==> src/rtl/stopwatch_pkg.sv <==
// Shared types, limits and helpers for the stopwatch timekeeping stage.
package stopwatch_pkg;

  // Control FSM states
  typedef enum logic [1:0] {
    IDLE  = 2'd0,
    RUN   = 2'd1,
    LAP   = 2'd2,
    PAUSE = 2'd3
  } sw_state_e;

  // Largest value of a units digit and of a tens digit in a base-60 field
  localparam logic [3:0] BCD_MAX_UNITS = 4'd9;
  localparam logic [3:0] BCD_MAX_TENS6 = 4'd5;

  // Number of equal 1 kHz samples needed to accept a new button level
  localparam int DEB_SAMPLES_DEFAULT = 20;

  // Width of the debounce sample counter for the default sample count
  localparam int DEB_CNT_W = $clog2(DEB_SAMPLES_DEFAULT + 1);

  // MM:SS.cc as six BCD digits, most significant first (matches disp_bcd)
  typedef struct packed {
    logic [3:0] min_t;
    logic [3:0] min_u;
    logic [3:0] sec_t;
    logic [3:0] sec_u;
    logic [3:0] cs_t;
    logic [3:0] cs_u;
  } bcd_time_t;

  localparam bcd_time_t BCD_TIME_ZERO = '0;

  // One BCD digit of a ripple counter: returns {carry_out, next_digit}.
  // A digit at its limit wraps to zero and passes the carry upward.
  function automatic logic [4:0] bcd_digit_step(input logic [3:0] digit,
                                                input logic [3:0] limit,
                                                input logic       carry_in);
    logic [4:0] result;
    result = {1'b0, digit};
    if (carry_in) begin
      if (digit >= limit) begin
        result = {1'b1, 4'd0};
      end else begin
        result = {1'b0, digit + 4'd1};
      end
    end
    return result;
  endfunction

endpackage

==> src/rtl/stopwatch_core_debounce.sv <==
// Button debouncer: 2-flop synchronizer, 1 kHz sample counter, press pulse.
module btn_debounce
  import stopwatch_pkg::*;
#(
  parameter int SAMPLES = DEB_SAMPLES_DEFAULT,
  parameter int CNT_W   = DEB_CNT_W
) (
  input  logic clk,
  input  logic clkcnt_reset,
  input  logic tick_1k,
  input  logic btn_raw,
  output logic press
);

  logic [1:0]       sync_q;
  logic             stable_q;
  logic [CNT_W-1:0] count_q;
  logic             press_q;
  logic             sample_differs;
  logic             count_done;

  // Bring the raw asynchronous button level into the clk domain
  always_ff @(posedge clk) begin
    if (!clkcnt_reset) begin
      sync_q <= 2'b00;
    end else begin
      sync_q <= {sync_q[0], btn_raw};
    end
  end

  assign sample_differs = sync_q[1] ^ stable_q;
  assign count_done     = (count_q == CNT_W'(SAMPLES - 1));

  // Count consecutive differing samples; flip the stable level on the last one
  always_ff @(posedge clk) begin
    if (!clkcnt_reset) begin
      stable_q <= 1'b0;
      count_q  <= '0;
      press_q  <= 1'b0;
    end else begin
      press_q <= 1'b0;
      if (tick_1k) begin
        if (!sample_differs) begin
          count_q <= '0;
        end else if (count_done) begin
          stable_q <= ~stable_q;
          count_q  <= '0;
          press_q  <= ~stable_q;
        end else begin
          count_q <= count_q + CNT_W'(1);
        end
      end
    end
  end

  assign press = press_q;

endmodule

==> src/rtl/stopwatch_core.sv <==
// Stopwatch timekeeping: tick extraction, debounced controls, BCD counter,
// four-state control FSM and lap-frozen display selection.
module stopwatch_core
  import stopwatch_pkg::*;
#(
  parameter int DEB_SAMPLES = DEB_SAMPLES_DEFAULT
) (
  input  logic        clk,
  input  logic        clkcnt_reset,
  input  logic        in_clk_1khz,
  input  logic        in_clk_100hz,
  input  logic        btn_start_stop,
  input  logic        btn_lap,
  input  logic        btn_clear,
  output logic [23:0] disp_bcd,
  output logic        running,
  output logic        lap_active,
  output logic        overflow
);

  localparam int CNT_W = $clog2(DEB_SAMPLES + 1);

  logic      clk1k_q;
  logic      clk100_q;
  logic      tick_1k;
  logic      tick_100;

  logic      press_ss;
  logic      press_lap;
  logic      press_clr;

  sw_state_e state_q;
  sw_state_e state_d;

  bcd_time_t cnt_q;
  bcd_time_t cnt_inc;
  bcd_time_t lap_q;
  logic      cnt_wrap;
  logic      ovf_q;

  logic      count_en;
  logic      do_clear;
  logic      do_capture;

  logic [4:0] step_cs_u;
  logic [4:0] step_cs_t;
  logic [4:0] step_sec_u;
  logic [4:0] step_sec_t;
  logic [4:0] step_min_u;
  logic [4:0] step_min_t;

  // Register the divider outputs once to find their rising edges
  always_ff @(posedge clk) begin
    if (!clkcnt_reset) begin
      clk1k_q  <= 1'b0;
      clk100_q <= 1'b0;
    end else begin
      clk1k_q  <= in_clk_1khz;
      clk100_q <= in_clk_100hz;
    end
  end

  assign tick_1k  = in_clk_1khz  & ~clk1k_q;
  assign tick_100 = in_clk_100hz & ~clk100_q;

  btn_debounce #(
    .SAMPLES (DEB_SAMPLES),
    .CNT_W   (CNT_W)
  ) u_deb_start_stop (
    .clk          (clk),
    .clkcnt_reset (clkcnt_reset),
    .tick_1k      (tick_1k),
    .btn_raw      (btn_start_stop),
    .press        (press_ss)
  );

  btn_debounce #(
    .SAMPLES (DEB_SAMPLES),
    .CNT_W   (CNT_W)
  ) u_deb_lap (
    .clk          (clk),
    .clkcnt_reset (clkcnt_reset),
    .tick_1k      (tick_1k),
    .btn_raw      (btn_lap),
    .press        (press_lap)
  );

  btn_debounce #(
    .SAMPLES (DEB_SAMPLES),
    .CNT_W   (CNT_W)
  ) u_deb_clear (
    .clk          (clk),
    .clkcnt_reset (clkcnt_reset),
    .tick_1k      (tick_1k),
    .btn_raw      (btn_clear),
    .press        (press_clr)
  );

  // Ripple carry through all six digits within one cycle
  assign step_cs_u  = bcd_digit_step(cnt_q.cs_u,  BCD_MAX_UNITS, 1'b1);
  assign step_cs_t  = bcd_digit_step(cnt_q.cs_t,  BCD_MAX_UNITS, step_cs_u[4]);
  assign step_sec_u = bcd_digit_step(cnt_q.sec_u, BCD_MAX_UNITS, step_cs_t[4]);
  assign step_sec_t = bcd_digit_step(cnt_q.sec_t, BCD_MAX_TENS6, step_sec_u[4]);
  assign step_min_u = bcd_digit_step(cnt_q.min_u, BCD_MAX_UNITS, step_sec_t[4]);
  assign step_min_t = bcd_digit_step(cnt_q.min_t, BCD_MAX_TENS6, step_min_u[4]);

  // Assemble the incremented time; a carry out of min_t means 59:59.99 wrapped
  always_comb begin
    cnt_inc       = BCD_TIME_ZERO;
    cnt_inc.cs_u  = step_cs_u[3:0];
    cnt_inc.cs_t  = step_cs_t[3:0];
    cnt_inc.sec_u = step_sec_u[3:0];
    cnt_inc.sec_t = step_sec_t[3:0];
    cnt_inc.min_u = step_min_u[3:0];
    cnt_inc.min_t = step_min_t[3:0];
    cnt_wrap      = step_min_t[4];
  end

  // Counting follows the current state, so a tick on the edge that leaves
  // RUN/LAP still counts and a tick on the edge that enters RUN does not
  assign count_en   = tick_100 && ((state_q == RUN) || (state_q == LAP));
  assign do_clear   = (state_q == PAUSE) && press_clr;
  assign do_capture = (state_q == RUN) && press_lap && !press_ss;

  // Next-state logic: start_stop beats lap, clear beats start_stop
  always_comb begin
    state_d = state_q;
    unique case (state_q)
      IDLE: begin
        if (press_ss) begin
          state_d = RUN;
        end
      end
      RUN: begin
        if (press_ss) begin
          state_d = PAUSE;
        end else if (press_lap) begin
          state_d = LAP;
        end
      end
      LAP: begin
        if (press_ss) begin
          state_d = PAUSE;
        end else if (press_lap) begin
          state_d = RUN;
        end
      end
      PAUSE: begin
        if (press_clr) begin
          state_d = IDLE;
        end else if (press_ss) begin
          state_d = RUN;
        end
      end
      default: state_d = IDLE;
    endcase
  end

  // Control state register
  always_ff @(posedge clk) begin
    if (!clkcnt_reset) begin
      state_q <= IDLE;
    end else begin
      state_q <= state_d;
    end
  end

  // Live time counter and sticky overflow flag
  always_ff @(posedge clk) begin
    if (!clkcnt_reset) begin
      cnt_q <= BCD_TIME_ZERO;
      ovf_q <= 1'b0;
    end else if (do_clear) begin
      cnt_q <= BCD_TIME_ZERO;
      ovf_q <= 1'b0;
    end else if (count_en) begin
      cnt_q <= cnt_inc;
      if (cnt_wrap) begin
        ovf_q <= 1'b1;
      end
    end
  end

  // Lap register takes the pre-increment time when entering LAP
  always_ff @(posedge clk) begin
    if (!clkcnt_reset) begin
      lap_q <= BCD_TIME_ZERO;
    end else if (do_capture) begin
      lap_q <= cnt_q;
    end
  end

  assign disp_bcd   = (state_q == LAP) ? lap_q : cnt_q;
  assign running    = (state_q == RUN) || (state_q == LAP);
  assign lap_active = (state_q == LAP);
  assign overflow   = ovf_q;

endmodule
==> config.mk <==
export PLATFORM = sky130hd
export DESIGN_NAME = stopwatch_core
export DESIGN_NICKNAME = d
export VERILOG_FILES = /design/src/rtl/stopwatch_pkg.sv /design/src/rtl/stopwatch_core_debounce.sv /design/src/rtl/stopwatch_core.sv
export SDC_FILE = /design/constraint.sdc
export NUM_CORES = 1
export LEC_CHECK = 0
export BUFFER_PORTS_ARGS = -buffer_cell sky130_fd_sc_hd__clkbuf_2
export CAP_MARGIN = 20
export CORE_AREA = 2 2 86 88
export DETAILED_ROUTE_END_ITERATION = 10
export DIE_AREA = 0 0 88 90
export GPL_TIMING_DRIVEN = 0
export PLACE_DENSITY = 0.88
export REMOVE_ABC_BUFFERS = 1
export SYNTH_ARGS = -nofsm -noshare
export SYNTH_HDL_FRONTEND = slang
export SYNTH_HIERARCHICAL = 1
export SYNTH_SLANG_ARGS = --single-unit
==> constraint.sdc <==
create_clock -name clk -period 2.3 [get_ports clk]
set_input_delay 0.115 -clock clk [delete_from_list [all_inputs] [get_ports clk]]
set_output_delay 0.115 -clock clk [all_outputs]
set_load 0.05 [all_outputs]
* Word-level counts from Yosys, hierarchy flattened *
Index checks and enable logic that the tools add are counted.

cells by class
  reductions and logical operators = 21
  equality and inequality tests = 8
  muxes and demuxes = 25
  bitwise operators = 11
  add/sub/neg operators = 9
  order comparisons = 6

operators by type and width
  operator                                                            count
  two-way mux 5 bit                                                   17
  adder 4 x 1 -> 4 bit (second input constant)                        6
  two-way mux 24 bit                                                  1
  greater-or-equal comparator 4 bit (second input constant)           4
  adder 5 x 1 -> 5 bit (second input constant)                        3
  equality test 5 bit (second input constant)                         3
  AND reduction 2 bit                                                 7
  two-way mux 2 bit                                                   6
  AND reduction 4 bit                                                 3
  AND reduction 3 bit                                                 3
  greater-or-equal comparator 4 x 3 -> 1 bit (second input constant)  2
  one-hot mux 2 bit (4 select lines)                                  1
  inequality test 3 x 1 -> 1 bit (second input constant)              2
  NOT 1 bit                                                           6
  equality test 2 bit (second input constant)                         2
  logical AND 1 bit                                                   4
  bitwise XOR 1 bit                                                   3
  bitwise AND 1 bit                                                   2
  equality test 2 x 1 -> 1 bit (second input constant)                1
  logical NOT 2 bit                                                   1
  OR reduction 2 bit                                                  1
  logical NOT 1 bit                                                   1
  logical OR 1 bit                                                    1

storage, ports and cells
  input port bits = 7
  output and inout port bits = 27
  word-level logic and storage cells = 108
  bits in registers = 80

* Logic depth before layout (Yosys ltp) *
Gate-level depths: netlist (run 1).

  depth in word-level cells = 8
  gate-level depth with buffers = 9

* By module *
The synthesis (run 1) kept the hierarchy.

modules (own cells, without submodules)
  module          area each (µm²)  cells an instance  instances
  stopwatch_core  2795.2           334                1
  btn_debounce    427.9            46                 3

* Worst setup path before layout (run 1) *
OpenSTA, ideal clock, no wires.

  path type = register to output
  from = register state_q[0]
  to = output port disp_bcd[0]
  arrival time = 2.416 ns
  path slack = -0.231 ns
  stages on the path, launching flop included = 6
  buffers on the path = 2
  data required time = 2.185 ns
  cell sequence = dfxtp_1 > inv_1 > ha_1 > clkbuf_1 > clkbuf_1 > o21ai_0

between the ends
  word-level cells in the longest chain between the ends = 2

RTL lines
  what                    line                   text
  from (decl)             stopwatch_core.sv:32   sw_state_e state_q;
  from (signal assigned)  stopwatch_core.sv:164  state_q <= state_d;
  equality test 2 bit     --
  via lap_active          stopwatch_core.sv:17   output logic lap_active,
  two-way mux 24 bit      stopwatch_core.sv:193  assign disp_bcd = (state_q == LAP) ? lap_q : cnt_q;
  to (decl)               stopwatch_core.sv:15   output logic [23:0] disp_bcd,

The timed path passes the listed nets, and every way through them passes these cells.

* Final worst setup path (run 1) *
  from = register state_q[1]
  to = register cnt_q[23] in the netlist's numbering

between the ends
  word-level cells in the longest chain between the ends = 4

RTL lines
  what                                                                        line                   text
  equality test 2 x 1 -> 1 bit / equality test 2 bit (equally long branches)  stopwatch_core.sv:121  assign count_en = tick_100 && ((state_q == RUN) || (state_q == LAP));
  logical OR 1 bit                                                            stopwatch_core.sv:121
  logical AND 1 bit                                                           stopwatch_core.sv:121
  AND reduction 2 bit (no source line)                                        --
  to (signal assigned)                                                        stopwatch_core.sv:177  cnt_q <= cnt_inc;
  to (decl)                                                                   stopwatch_core.sv:35   bcd_time_t cnt_q;

Parallel ways exist; a longest one is shown, timed or not.
A chain may end at the register's enable or synchronous reset.

==> results of run 1 <==
through the flow:
step / utilization (%) / cells / setup slack (ns)
after floorplan: - / 452 / -0.231
after global placement: 61.0 / 584 / -0.128
after detailed placement: 61.5 / 586 / -0.231
after CTS: 65.5 / 610 / 0.0242
after global routing: 66.3 / 612 / -0.0433
final: 66.3 / 612 / 0.0719
cells in the mapped netlist (2+ instances only):
cell and instances:
a41oi_1 3, ha_1 25, nand4bb_1 3, a21o_1 3
xor2_1 2, mux2_2 12, and3b_1 4, and2_1 12
xnor2_2 3, clkbuf_1 17, nand2_1 88, o31ai_1 3
dfxtp_1 80, nand3_1 14, a31o_2 3, inv_2 3
xnor2_1 3, nand2b_1 6, and4b_1 3, o21ai_0 35
a311o_1 3, nor2_1 10, mux2i_1 3, nor2b_1 7
nor4_1 9, inv_1 23, o22ai_1 2, nor4bb_1 3
or2_2 2, o21a_1 2, a221oi_1 3, nor3_1 12
nand3b_1 3, a21boi_0 25, a21oi_1 18, or4_1 3
nand4_1 2, buf_1 2, o2bb2ai_1 3
final cells by class:
type / count / share of cell area [%]
Multi-Input combinational cell: 346 / 50.3
Clock inverter: 4 / 0.618
Tap cell: 99 / 2.66
Inverter: 26 / 2.10
Clock buffer: 12 / 3.33
Sequential cell: 80 / 34.4
Timing Repair Buffer: 45 / 6.51
tightest hold or removal path, cell delays in order:
cell and delay, ns:
clkbuf_2 0.34, nand2_1 0.17, nor4_1 0.04
logic make-up after synthesis:
family / synth area share (%)
multiplexers: 4.05
XOR/XNOR: 2.27
flip-flops: 39.3
buffers and inverters: 4.42
AO/OA/AOI/OAI: 18.2
AND/OR/NAND/NOR: 24.1
adder cells (fa/ha/maj): 7.67
path summary, 6_finish.rpt:
| path | startpoint | to | slack, ns |
|---|---|---|---|
| worst max-delay path | state_q[1] | cnt_q[23] | 0.07 |
| worst min-delay path | clkcnt_reset | u_deb_clear/press | 0.37 |
| worst max register to register | state_q[1] | cnt_q[23] | 0.07 |
| worst min register to register | u_deb_clear/sync_q[0] | u_deb_clear/sync_q[1] | 0.43 |
cell usage in the layout, fill, tap and decap left out, drive strengths merged, types with 5 or more instances in the layout:
cell type / n
mux2: 12
xnor2: 6
and2: 12
a21oi: 18
ha: 25
nand2b: 6
nor2: 10
o21ai: 35
nand2: 88
nand3: 14
clkbuf: 45
buf: 7
dfxtp: 80
nor4: 11
a21boi: 25
dlygate4sd3: 5
inv: 26
nor2b: 7
nor3: 12
routing by layer:
metal	global-route usage, %	vias up
met5	0	-
met4	11.8	0
met3	3.76	10
li1	-	1734
met1	25.7	1661
met2	39.8	73
repair_timing:
action | 4_1_cts | 5_1_grt
endpoints found under the setup margin | 27 | 12
hold buffers | 5 | 0
gates resized for setup | 5 | 5
endpoints found under the hold margin | 5 | 0
buffers inserted | 3 | 1
gates cloned | 0 | 0
pin swaps | 2 | 1
state kept, by name, summed over array words and instances, names as in the netlist:
| signal | flops |
|---|---|
| cnt_q | 24 |
| u_deb_clear/sync_q | 2 |
| lap_q | 24 |
| overflow | 1 |
| clk1k_q | 1 |
| u_deb_lap/stable_q | 1 |
| u_deb_clear/stable_q | 1 |
| u_deb_lap/count_q | 5 |
| u_deb_clear/count_q | 5 |
| u_deb_lap/press | 1 |
| u_deb_start_stop/stable_q | 1 |
| u_deb_start_stop/press | 1 |
| u_deb_start_stop/sync_q | 2 |
| state_q | 2 |
| clk100_q | 1 |
| u_deb_lap/sync_q | 2 |
| u_deb_clear/press | 1 |
| u_deb_start_stop/count_q | 5 |
power breakdown:
| group | switching (mW) | internal [mW] | total (mW) |
|---|---|---|---|
| logic | 0.0509 | 0.0330 | 0.0839 |
| clock network | 0.510 | 0.451 | 0.962 |
| registers | 0.00512 | 1.39 | 1.40 |
| total | 0.566 | 1.88 | 2.44 |
==> qor.csv, run 1 <==
metric,value,unit
syn_area,4080,µm²
synth_area_leaders,"dfxtp_1 39%, nand2_1 8.1%, ha_1 7.7%, a21boi_0 4.6%, o21ai_0 4.3%",
wire_per_inst,14.1,µm
fmaxAchievable,449,MHz
synth-seq-cells,80,
crit_slowest_cell,or4_4,
hold_path.class,primary input to register,
max_stage_delay,0.57,ns
io_buffers,33,
final.setup.tns,0,ns
worst_hold_slack,0.371,ns
reg2reg_depth,7,
crit_buf_inv,1,
ant_nets,0,
clockBufferDepth,2,
synth-edff-count,0,
synth_cell_types,54,
drt-met1-wl,3700,µm
ctsHtreeMaxLevel,3,
fin_nets,540,
synth_top_area_cell,dfxtp_1,
cap_violations,0,
path_cells,"inv_1, ha_1, and3b_2, o311ai_4, or4_4, nor4_4, a31o_1",
clock_latency,0.35,ns
wl_met3,300,µm
drc,0,
cts_tree,built,
die_w,88,µm
grt_pass1_wl,14600,µm
min_path_cells,3,
outcome,"finished, final reports clean",
overflow,0,
dieArea,7920,µm²
cellLeakagePower,1.79,nW
cts_root_buffer,clkbuf_8,
viasPerCell,5.68,
worstSetupEndpointType,register,
drtIter0Drc,189,
seq_area,1600,µm²
worst_ep_arrival_time,2.53,ns
grt_use_total,22.7,%
power,2.44,mW
die_y,90,µm
crit_type,register to register,
finalSetupViolations,0,
cp_num_cells,7,
multi_input_area,2340,µm²
top_layer,met4,
powerDensity,525,nW/µm²
areaGrowthSynthToFinish,14.1,%
ys_warn_count,6,
hold_viol,0,
routed_wl,8650,µm
required,2.60,ns
io_pins,34,
period_share,96.9,%
synth_cells,472,
synth_area_per_cell,8.64,µm²
insertedDiodeCount,0,
fin_worst_skew,0.0114,ns
cpLargestDelayFamily,simple AND/OR/NAND/NOR gates,
post-route-min-period,2.23,ns
ys.flop_type,dfxtp_1,
path_clk_slew,0.08,ns
numCtsBuffers,9,
initial_core_util,58.1,%
num_rows,31,
vias,3478,
worst_slew_pin_slew,0.932,ns
post-route-cell-area,4650,µm²
hpwl,5660,µm
startpoint_type,register,
clkSinkCount,80,
drtPass1Iterations,4,
first_global_vias,3423,
ir_worst_vdd,0.000339,V
antenna_found_initial,0,
slew-limit-headroom,37.6,%
yosysSeqAreaShare,39.3,%
grt_max_degree,64,
core,7020,µm²
maxSlewViolCount,0,
n_fill_cell,568,
placed_area,4320,µm²
drive_gt1_share,17.9,%
dr_wl_met2,4560,µm
async_flop_share,0,%
rsz0062_at_grt,true,
path_max_fanout,6,
synth_top_cell_area_share,39.3,%
gp_congestion,0.792,
Note: power is estimated with default switching activity, not from simulation.
==> inputs of run 2 (changes only) <==
- PLACE_DENSITY: 0.88 -> 0.87
- SETUP_SLACK_MARGIN: not set -> 0.1
==> run 2 against run 1 <==
Net effect: combinational power shrank 2.7%; non-clock buffer count is the same; first-iteration DRC count shrank 0.53%; clock power grew 2.1%; count of clock-buffer cells in the layout shrank 1; critical path depth is the same; maximum frequency grew 3.9%; core utilization grew 0.39 points; power grew 0.72%; via count shrank 1.2%; sequential share of layout area shrank 0.18 points.
==> qor.csv, run 2 (synthesis results as in run 1) <==
metric,value,unit
path_clk_slew,0.09,ns
cap_violations,0,
drtIter0Drc,188,
power,2.46,mW
pre_cts_ws,-0.183,ns
final.setup.worst_slack,0.156,ns
areaGrowthSynthToFinish,14.8,%
ant_nets,0,
wire_per_inst,13.8,µm
ctsHtreeMaxLevel,3,
num_rows,31,
hold_path.class,primary input to register,
crit_buf_inv,2,
crit_type,register to register,
viasPerCell,5.61,
post-route-cell-area,4680,µm²
outcome,"finished, final reports clean",
antenna_found_initial,0,
layout_common_cells,"87 x nand2_1, 78 x dfxtp_1, 33 x o21ai_0, 33 x clkbuf_2, 25 x a21boi_0",
stdcell_count,612,
post-route-min-period,2.14,ns
cellLeakagePower,1.81,nW
finalSetupViolations,0,
worst_slew_pin_slew,0.915,ns
path_cells,"inv_1, ha_1, o31ai_2, nor4_4, buf_4, a41o_1, and3_1",
placed_area,4330,µm²
cts_root_buffer,clkbuf_8,
final_common_cell,nand2_1,
numCtsBuffers,9,
routed_wl,8460,µm
max_stage_delay,0.59,ns
worst_ep_arrival_time,2.41,ns
seq_area,1600,µm²
crit_slowest_cell,o31ai_2,
cts_tree,built,
final_core_util,66.7,%
grt_use_total,21.9,%
clkSinkCount,80,
io_pins,34,
io_buffers,33,
drc,0,
maxSlewViolCount,0,
fin_worst_skew,0.0134,ns
top_regs,"cnt_q (24), lap_q (24)",
fmaxAchievable,466,MHz
dp.cells,586,
hold_viol,0,
drtPass1Iterations,4,
worst_hold_slack,0.283,ns
drive_gt1_share,18.7,%
first_global_vias,3257,
grt_max_degree,64,
n_fill_cell,577,
multi_input_area,2360,µm²
clockBufferDepth,2,
ir_worst_vdd,0.000335,V
insertedDiodeCount,0,
final.setup.tns,0,ns
dieArea,7920,µm²
cpLargestDelayFamily,compound AO/OA/AOI/OAI gates,
period_share,93.2,%
clock_latency,0.36,ns
core,7020,µm²
fin_nets,540,
gp_congestion,0.802,
slew-limit-headroom,38.7,%
powerDensity,526,nW/µm²
vias,3436,
required,2.56,ns
worstSetupEndpointType,register,
grt_pass1_wl,14100,µm
path_max_fanout,8,
die_y,90,µm
die_w,88,µm
hpwl,5530,µm
overflow,0,
initial_core_util,58.1,%
rsz0062_at_grt,true,
startpoint_type,register,
==> run 2: where the power goes <==
| group | leakage (nW) | internal, mW | switching, mW |
|---|---|---|---|
| clock | 0.0882 | 0.456 | 0.526 |
| sequential | 0.647 | 1.39 | 0.00481 |
| combinational | 1.07 | 0.0318 | 0.0498 |
| total | 1.81 | 1.88 | 0.580 |
==> run 2: final cells by class <==
| class | instances | area share (%) |
|---|---|---|
| Inverter | 26 | 2.09 |
| Clock buffer | 11 | 3.23 |
| Clock inverter | 5 | 0.855 |
| Tap cell | 99 | 2.65 |
| Multi-Input combinational cell | 346 | 50.3 |
| Sequential cell | 80 | 34.3 |
| Timing Repair Buffer | 45 | 6.58 |
==> run 2: repair_timing <==
item / in CTS / in global routing
buffers inserted: 1 / 3
hold buffers: 5 / 0
resized for setup: 6 / 8
pin swaps: 3 / 3
endpoints found under the hold margin: 5 / 0
setup endpoints to repair: 25 / 11
==> run 2: worst paths after layout <==
path | start | end | slack, ns | depth (start not counted)
worst min register to register | u_deb_start_stop/sync_q[0] | u_deb_start_stop/sync_q[1] | 0.43 | 1
worst min-delay path | clkcnt_reset | u_deb_start_stop/press | 0.28 | 3
worst max-delay path | cnt_q[5] | cnt_q[19] | 0.16 | 7
worst max register to register | cnt_q[5] | cnt_q[19] | 0.16 | 7
==> run 2: worst reg2reg max path, delay by kind of cell, from the launching register on <==
kind | cells | cell delay (ns)
buffers and inverters | 2 | 0.32
AND/OR/NAND/NOR | 2 | 0.27
flip-flops | 1 | 0.44
adder cells (fa/ha/maj) | 1 | 0.20
AO/OA/AOI/OAI | 2 | 0.83
==> run 2: metal layers <==
layer	vias up	track usage, %	share of wire [%]
met4	0	9.49	1.8
met1	1629	26.0	44
met5	-	0	0
li1	1729	-	-
met2	65	38.3	52
met3	13	3.12	3.0
